[config.mk]
export PLATFORM = sky130hd
export DESIGN_NAME = usb_sof_generator
export DESIGN_NICKNAME = d
export VERILOG_FILES = /design/src/rtl/usb_pkg.sv /design/src/rtl/usb_crc5.sv /design/src/rtl/usb_sof_generator.sv
export SDC_FILE = /design/constraint.sdc
export NUM_CORES = 1
export LEC_CHECK = 0
export ABC_AREA = 1
export ABC_CLOCK_PERIOD_IN_PS = 2400
export BUFFER_PORTS_ARGS = -buffer_cell sky130_fd_sc_hd__buf_4
export CORE_AREA = 3 3 117 85
export CTS_BUF_LIST = sky130_fd_sc_hd__clkbuf_8
export DETAILED_ROUTE_END_ITERATION = 8
export DIE_AREA = 0 0 120 88
export PLACE_DENSITY_LB_ADDON = 0.05
export SYNTH_ARGS = -nofsm -noshare
export SYNTH_HDL_FRONTEND = slang
export SYNTH_HIERARCHICAL = 1
export SYNTH_SLANG_ARGS = --single-unit
[constraint.sdc]
create_clock -name clk -period 2.4 [get_ports clk]
set_clock_uncertainty 0.05 [all_clocks]
set_input_delay 0.36 -clock clk [delete_from_list [all_inputs] [get_ports clk]]
set_output_delay 0.36 -clock clk [all_outputs]
set_load 0.02 [all_outputs]
[src/rtl/usb_pkg.sv]
// Shared USB host definitions: token PIDs, speed encodings and the SOF
// generator state encoding.
package usb_pkg;

  localparam logic [7:0] PID_SOF       = 8'hA5;

  localparam logic [1:0] SPEED_UNKNOWN = 2'b00;
  localparam logic [1:0] SPEED_FULL    = 2'b01;
  localparam logic [1:0] SPEED_HIGH    = 2'b10;

  typedef enum logic [2:0] {
    ST_IDLE   = 3'd0,
    ST_PID    = 3'd1,
    ST_FRM_LO = 3'd2,
    ST_FRM_HI = 3'd3,
    ST_WAIT   = 3'd4
  } sof_state_e;

  // 11 is reserved and behaves like an unknown speed.
  function automatic logic speed_is_valid(input logic [1:0] speed);
    return (speed == SPEED_FULL) || (speed == SPEED_HIGH);
  endfunction

endpackage

[src/rtl/usb_crc5.sv]
// Token CRC5 over an 11-bit field (x^5+x^2+1, init all ones, LSB first).
// crc is the complemented residual, bit 4 is the first bit on the wire.
module usb_crc5 (
  input  logic [10:0] data,
  output logic [4:0]  crc
);

  logic [4:0] lfsr_s;
  logic       fb_s;

  // Unrolled serial LFSR over the eleven token bits.
  always_comb begin
    lfsr_s = 5'b11111;
    fb_s   = 1'b0;
    for (int i = 0; i < 11; i++) begin
      fb_s   = data[i] ^ lfsr_s[4];
      lfsr_s = {lfsr_s[3:0], 1'b0} ^ (fb_s ? 5'b00101 : 5'b00000);
    end
    crc = ~lfsr_s;
  end

endmodule

[src/rtl/usb_sof_generator.sv]
// Host Start-of-Frame generator: frame/microframe counters, SOF token
// emission towards the UTMI TX arbiter and the end-of-frame guard flag.
module usb_sof_generator
  import usb_pkg::*;
#(
  parameter int unsigned FS_FRAME_CYCLES  = 60000,
  parameter int unsigned HS_UFRAME_CYCLES = 7500,
  parameter int unsigned EOF_GUARD_CYCLES = 600
) (
  input  logic        clk,
  input  logic        rst_n,
  input  logic [1:0]  detected_speed,
  input  logic        reset_active,
  input  logic        sof_enable,
  output logic [7:0]  tx_data,
  output logic        tx_valid,
  output logic        tx_last,
  input  logic        tx_ready,
  output logic [10:0] frame_number,
  output logic [2:0]  microframe,
  output logic        sof_strobe,
  output logic        eof_window,
  output logic        sof_missed
);

  sof_state_e  state_r;
  logic [15:0] timer_r;
  logic [1:0]  speed_r;
  logic [10:0] tok_frame_r;

  logic        active_s;
  logic        speed_change_s;
  logic        boundary_s;
  logic        capture_s;
  logic [15:0] period_s;
  logic [15:0] eof_start_s;
  logic [15:0] timer_nxt_s;
  logic [10:0] tok_src_s;
  logic [4:0]  crc_s;
  logic [4:0]  crc_field_s;

  usb_crc5 u_crc5 (
    .data (tok_frame_r),
    .crc  (crc_s)
  );

  // Activity, period selection, boundary detection and token source.
  always_comb begin
    active_s       = sof_enable && !reset_active && speed_is_valid(detected_speed);
    speed_change_s = (detected_speed != speed_r);
    if (speed_r == SPEED_HIGH) begin
      period_s = 16'(HS_UFRAME_CYCLES);
    end else begin
      period_s = 16'(FS_FRAME_CYCLES);
    end
    eof_start_s = period_s - 16'(EOF_GUARD_CYCLES);
    boundary_s  = (timer_r == (period_s - 16'd1));
    if (boundary_s) begin
      timer_nxt_s = 16'd0;
    end else begin
      timer_nxt_s = timer_r + 16'd1;
    end
    // The token frame is latched on the first PID cycle so a pending token
    // survives a missed boundary with its original contents.
    capture_s = (state_r == ST_PID) && sof_strobe && !sof_missed;
    if (capture_s) begin
      tok_src_s = frame_number;
    end else begin
      tok_src_s = tok_frame_r;
    end
    crc_field_s = {crc_s[0], crc_s[1], crc_s[2], crc_s[3], crc_s[4]};
  end

  // SOF state machine, timer, counters and registered outputs.
  always_ff @(posedge clk or negedge rst_n) begin
    if (!rst_n) begin
      state_r      <= ST_IDLE;
      timer_r      <= 16'd0;
      speed_r      <= SPEED_UNKNOWN;
      tok_frame_r  <= 11'd0;
      tx_data      <= 8'h00;
      tx_valid     <= 1'b0;
      tx_last      <= 1'b0;
      frame_number <= 11'd0;
      microframe   <= 3'd0;
      sof_strobe   <= 1'b0;
      eof_window   <= 1'b0;
      sof_missed   <= 1'b0;
    end else begin
      sof_strobe <= 1'b0;
      sof_missed <= 1'b0;
      if (capture_s) begin
        tok_frame_r <= frame_number;
      end
      if (state_r == ST_IDLE) begin
        if (active_s) begin
          state_r      <= ST_PID;
          timer_r      <= 16'd0;
          speed_r      <= detected_speed;
          frame_number <= 11'd0;
          microframe   <= 3'd0;
          tx_data      <= PID_SOF;
          tx_valid     <= 1'b1;
          tx_last      <= 1'b0;
          sof_strobe   <= 1'b1;
          eof_window   <= 1'b0;
        end
      end else if (!active_s || speed_change_s) begin
        state_r    <= ST_IDLE;
        tx_data    <= 8'h00;
        tx_valid   <= 1'b0;
        tx_last    <= 1'b0;
        eof_window <= 1'b0;
      end else begin
        timer_r    <= timer_nxt_s;
        eof_window <= (timer_nxt_s >= eof_start_s);
        if (boundary_s) begin
          sof_strobe <= 1'b1;
          if (state_r != ST_WAIT) begin
            sof_missed <= 1'b1;
          end
          if (speed_r == SPEED_HIGH) begin
            microframe <= microframe + 3'd1;
            if (microframe == 3'd7) begin
              frame_number <= frame_number + 11'd1;
            end
          end else begin
            frame_number <= frame_number + 11'd1;
          end
        end
        case (state_r)
          ST_PID: begin
            if (tx_ready) begin
              state_r <= ST_FRM_LO;
              tx_data <= tok_src_s[7:0];
            end
          end
          ST_FRM_LO: begin
            if (tx_ready) begin
              state_r <= ST_FRM_HI;
              tx_data <= {crc_field_s, tok_frame_r[10:8]};
              tx_last <= 1'b1;
            end
          end
          ST_FRM_HI: begin
            if (tx_ready) begin
              state_r  <= ST_WAIT;
              tx_data  <= 8'h00;
              tx_valid <= 1'b0;
              tx_last  <= 1'b0;
            end
          end
          ST_WAIT: begin
            if (boundary_s) begin
              state_r  <= ST_PID;
              tx_data  <= PID_SOF;
              tx_valid <= 1'b1;
              tx_last  <= 1'b0;
            end
          end
          default: begin
            state_r  <= ST_IDLE;
            tx_data  <= 8'h00;
            tx_valid <= 1'b0;
            tx_last  <= 1'b0;
          end
        endcase
      end
    end
  end

endmodule

==> summary.md <==
| Metric | Value |
|---|---|
| Status | `finished with violations` |
| Violated checks | `setup timing` |
| Synth top cells by count | `165 x nand2_1, 67 x inv_1, 59 x dfrtp_1` |
| Min-Delay Path Class | `in -> async` |
| Total routing usage reported by global routing | `0.213` |
| Wirelength per Cell | `14.2 um` |
| Number of flops mapped to enable cells by yosys | `0` |
| RR Endpoint | `eof_window$_DFFE_PN0N_` |
| Final-report hold violation count | `0` |
| DP Area | `4580 um^2` |
| Max-slew headroom | `0.479` |
| Slew of the pin with the lowest slew margin | `0.782 ns` |
| Worst EP required | `2.65 ns` |
| Register area | `1480 um^2` |
| GR peak layer | `met1` |
| Worst EP arrival | `2.69 ns` |
| Synth Cell Area | `4000 um^2` |
| Max VDD drop | `0.658 mV` |
| Ys async rst share | `1.00` |
| DRT Wirelength | `10,700 um` |
| Fin crit share | `1.02` |
| Vias | `3,725` |
| Yosys warnings | `6` |
| # H-tree levels | `3` |
| Clk root buf | `clkbuf_8` |
| Antenna viol nets, final | `0` |
| Worst setup path end | `eof_window$_DFFE_PN0N_` |
| Total grt overflow | `0` |
| Clk slew on worst S/H paths | `0.08 ns` |
| Slew Limit Fails | `0` |
| R2R Path Start | `timer_r[8]$_DFFE_PN0P_` |
| Sw power | `2.84 mW` |
| # diodes | `0` |
| Fin util | `0.568` |
| Syn Area/Cell | `7.33 um^2` |
| CP Launch Point | `timer_r[8]$_DFFE_PN0P_` |
| I/O pin count | `34` |
| DR vias/cell | `4.95` |
| Share of power burned in registers | `0.275` |
| Sw Share | `0.463` |
| Max-Cap Viols | `0` |
| Row cnt | `29` |
| Fmax | `410 MHz` |
| Core ar. | `8960 um^2` |
| Crit Path Class | `reg -> reg` |
| Clock Tree Buf Depth | `2` |
| Final WS setup | `-0.0417 ns` |
| Vias in the first global route | `3,411` |
| CTS Buf Count | `9` |
| Clock group share of total power | `0.174` |
| Post-synth top area share | `0.369` |
| Synth area leader | `dfrtp_1` |
| # nets final | `645` |
| Share of the yosys chip area belonging to registers | `0.369` |
| Die height | `88 um` |
| Pwr Density | `1200 nW/um^2` |
| Syn Nets | `568` |
| Global Route met2 Usage | `0.287` |
| Critical Path Sink Type | `flip-flop` |
| Syn Inst Count | `546` |
| Yosys reg bits | `59` |
| Total die area | `10,600 um^2` |
| Post-Place Setup Slack | `-0.131 ns` |
| Remaining DRCs | `0` |
| Clock sinks | `59` |
| Multi-input logic area | `2360 um^2` |
| Design Area, Final | `5090 um^2` |
| Final setup vio count | `1` |
| Fill cells | `857` |
| Min Hold Slack | `0.0270 ns` |
| Startpoint Class | `flip-flop` |
| IO Port Bufs | `33` |
| Insertion delay to the later sink of the worst-skew pair | `0.36 ns` |
| Met3 Usage GRT | `0.0633` |
| Most used flip-flop cell after synthesis | `dfrtp_1` |
| Drt pass-1 iters | `5` |
| Initial antenna violation count | `0` |
| Iteration-0 DRC count of the detailed router | `271` |
| Count leader, synth | `nand2_1` |
| Die width | `120 um` |
| Reg2reg path depth | `20` |
| Combinational power share | `0.552` |
| Crit path max fanout | `5` |
| Starting Density | `0.447` |
| Register-to-register setup slack | `-0.04 ns` |
| Wire length of the first global-routing pass | `17,500 um` |
| DP Wirelength | `7760 um` |
| Tmin final | `2.44 ns` |
| Share of cells above drive strength 1 | `0.291` |
| P_int | `3.29 mW` |
| Layout overhead on the synthesized area | `27.0%` |
| Leak Pwr | `2.60 nW` |
| CTS tree | `done` |
| Unrepaired setup endpoints after global routing | `true` |
| Gpl congestion | `0.916` |
| Cell variety after synth | `37` |
| Synth top area cells | `dfrtp_1 37%, nand2_1 15%, inv_1 6.3%` |
| GRT met1 Usage | `0.333` |
| Largest net degree at the start of global routing | `60` |
-- metrics by stage --
| step | TNS [ns] | power (mW) | cells |
|---|---|---|---|
| finish | -0.0417 | 6.12 | 752 |
| global route | -0.226 | 6.67 | 752 |
| CTS | -0.0524 | 6.00 | 748 |
| detailed placement | -0.131 | 4.74 | 725 |
| global placement | -0.0297 | 4.70 | 725 |
| floorplan | 0 | 3.84 | 546 |
-- timing repair --
item                       CTS  global route
hold buffers                 0             0
buffers inserted             7             4
resized for setup           19            28
cloned                       0             0
pin swaps                   13            15
setup endpoints to repair    1            12
-- flip-flops by register name, indices dropped and copies added (netlist names) --
signal and count:
tok_frame_r 11, microframe 3, state_r 3, tx_valid 1, eof_window 1, timer_r 16
sof_strobe 1, sof_missed 1, frame_number 11, speed_r 2, tx_last 1, tx_data 8
-- worst min-delay path by stage --
stage,to,cells after the start,slack [ns],from
after global routing,timer_r[12]$_DFFE_PN0P_,1,0.09,rst_n
after CTS,timer_r[3]$_DFFE_PN0P_,1,0.06,rst_n
after global placement,tx_data[1]$_DFFE_PN0P_,2,0.42,tx_data[1]$_DFFE_PN0P_
after detailed placement,tx_data[6]$_DFFE_PN0P_,2,0.42,tx_data[6]$_DFFE_PN0P_
after floorplan,eof_window$_DFFE_PN0N_,0,0.01,rst_n
final,timer_r[9]$_DFFE_PN0P_,1,0.03,rst_n
-- cells by family after synthesis --
family	Yosys count	share of synthesized area
and+or+nand+nor	290	0.321
buffers and inverters	86	0.0894
AOI/OAI and AO/OA	75	0.124
DFF	59	0.369
xor gates and xnor gates	20	0.0475
adders and majority gates	15	0.0469
muxes	1	0.00281
-- cell usage in the layout (no fill, tap or decap), drive strengths merged, types with 12 or more instances in the layout --
cell and count:
xor2 17, ha 15, nor2 47, nand3 42, o21ai 46, inv 76, buf 77, dfrtp 59
o22ai 12, nand2 174
-- per-layer routing --
metal | wire length (um) | vias to the layer above
li1 | - | 1904
met1 | 5900 | 1734
met2 | 4200 | 80
met3 | 529 | 7
met4 | 64 | 0
met5 | 0 | -
-- cell type report --
cell class,count,area share
Multi-Input combinational cell,401,0.463
Sequential cell,59,0.291
Timing Repair Buffer,77,0.115
Inverter,75,0.0554
Tap cell,124,0.0305
Clock buffer,11,0.0298
Clock inverter,5,0.0150
-- power by group through the flow --
stage	combinational, mW	sequential [mW]	clock, mW
6_report	3.38	1.68	1.06
3_5_place_dp	3.05	1.69	0
5_1_grt	3.79	1.74	1.14
3_3_place_gp	3.01	1.69	0
4_1_cts	3.22	1.68	1.10
2_1_floorplan	2.07	1.76	0
-- critical path, stage by stage (launching register included) --
cell and delay [ns]:
dfrtp_1 0.46, nand2_1 0.12, nand3_1 0.10, nor2_2 0.15
nand2_2 0.08, nor2_4 0.12, nand2_4 0.11, nand2_4 0.09
inv_2 0.04, ha_4 0.26, nand2_4 0.05, nor2_4 0.13
buf_6 0.11, nand3_2 0.06, nand3_2 0.09, nand2_1 0.05
nand2_1 0.07, nand3_2 0.06, nand2_1 0.06, nand2_1 0.05
nand2_1 0.05
Power figures use the tool's default switching activity.
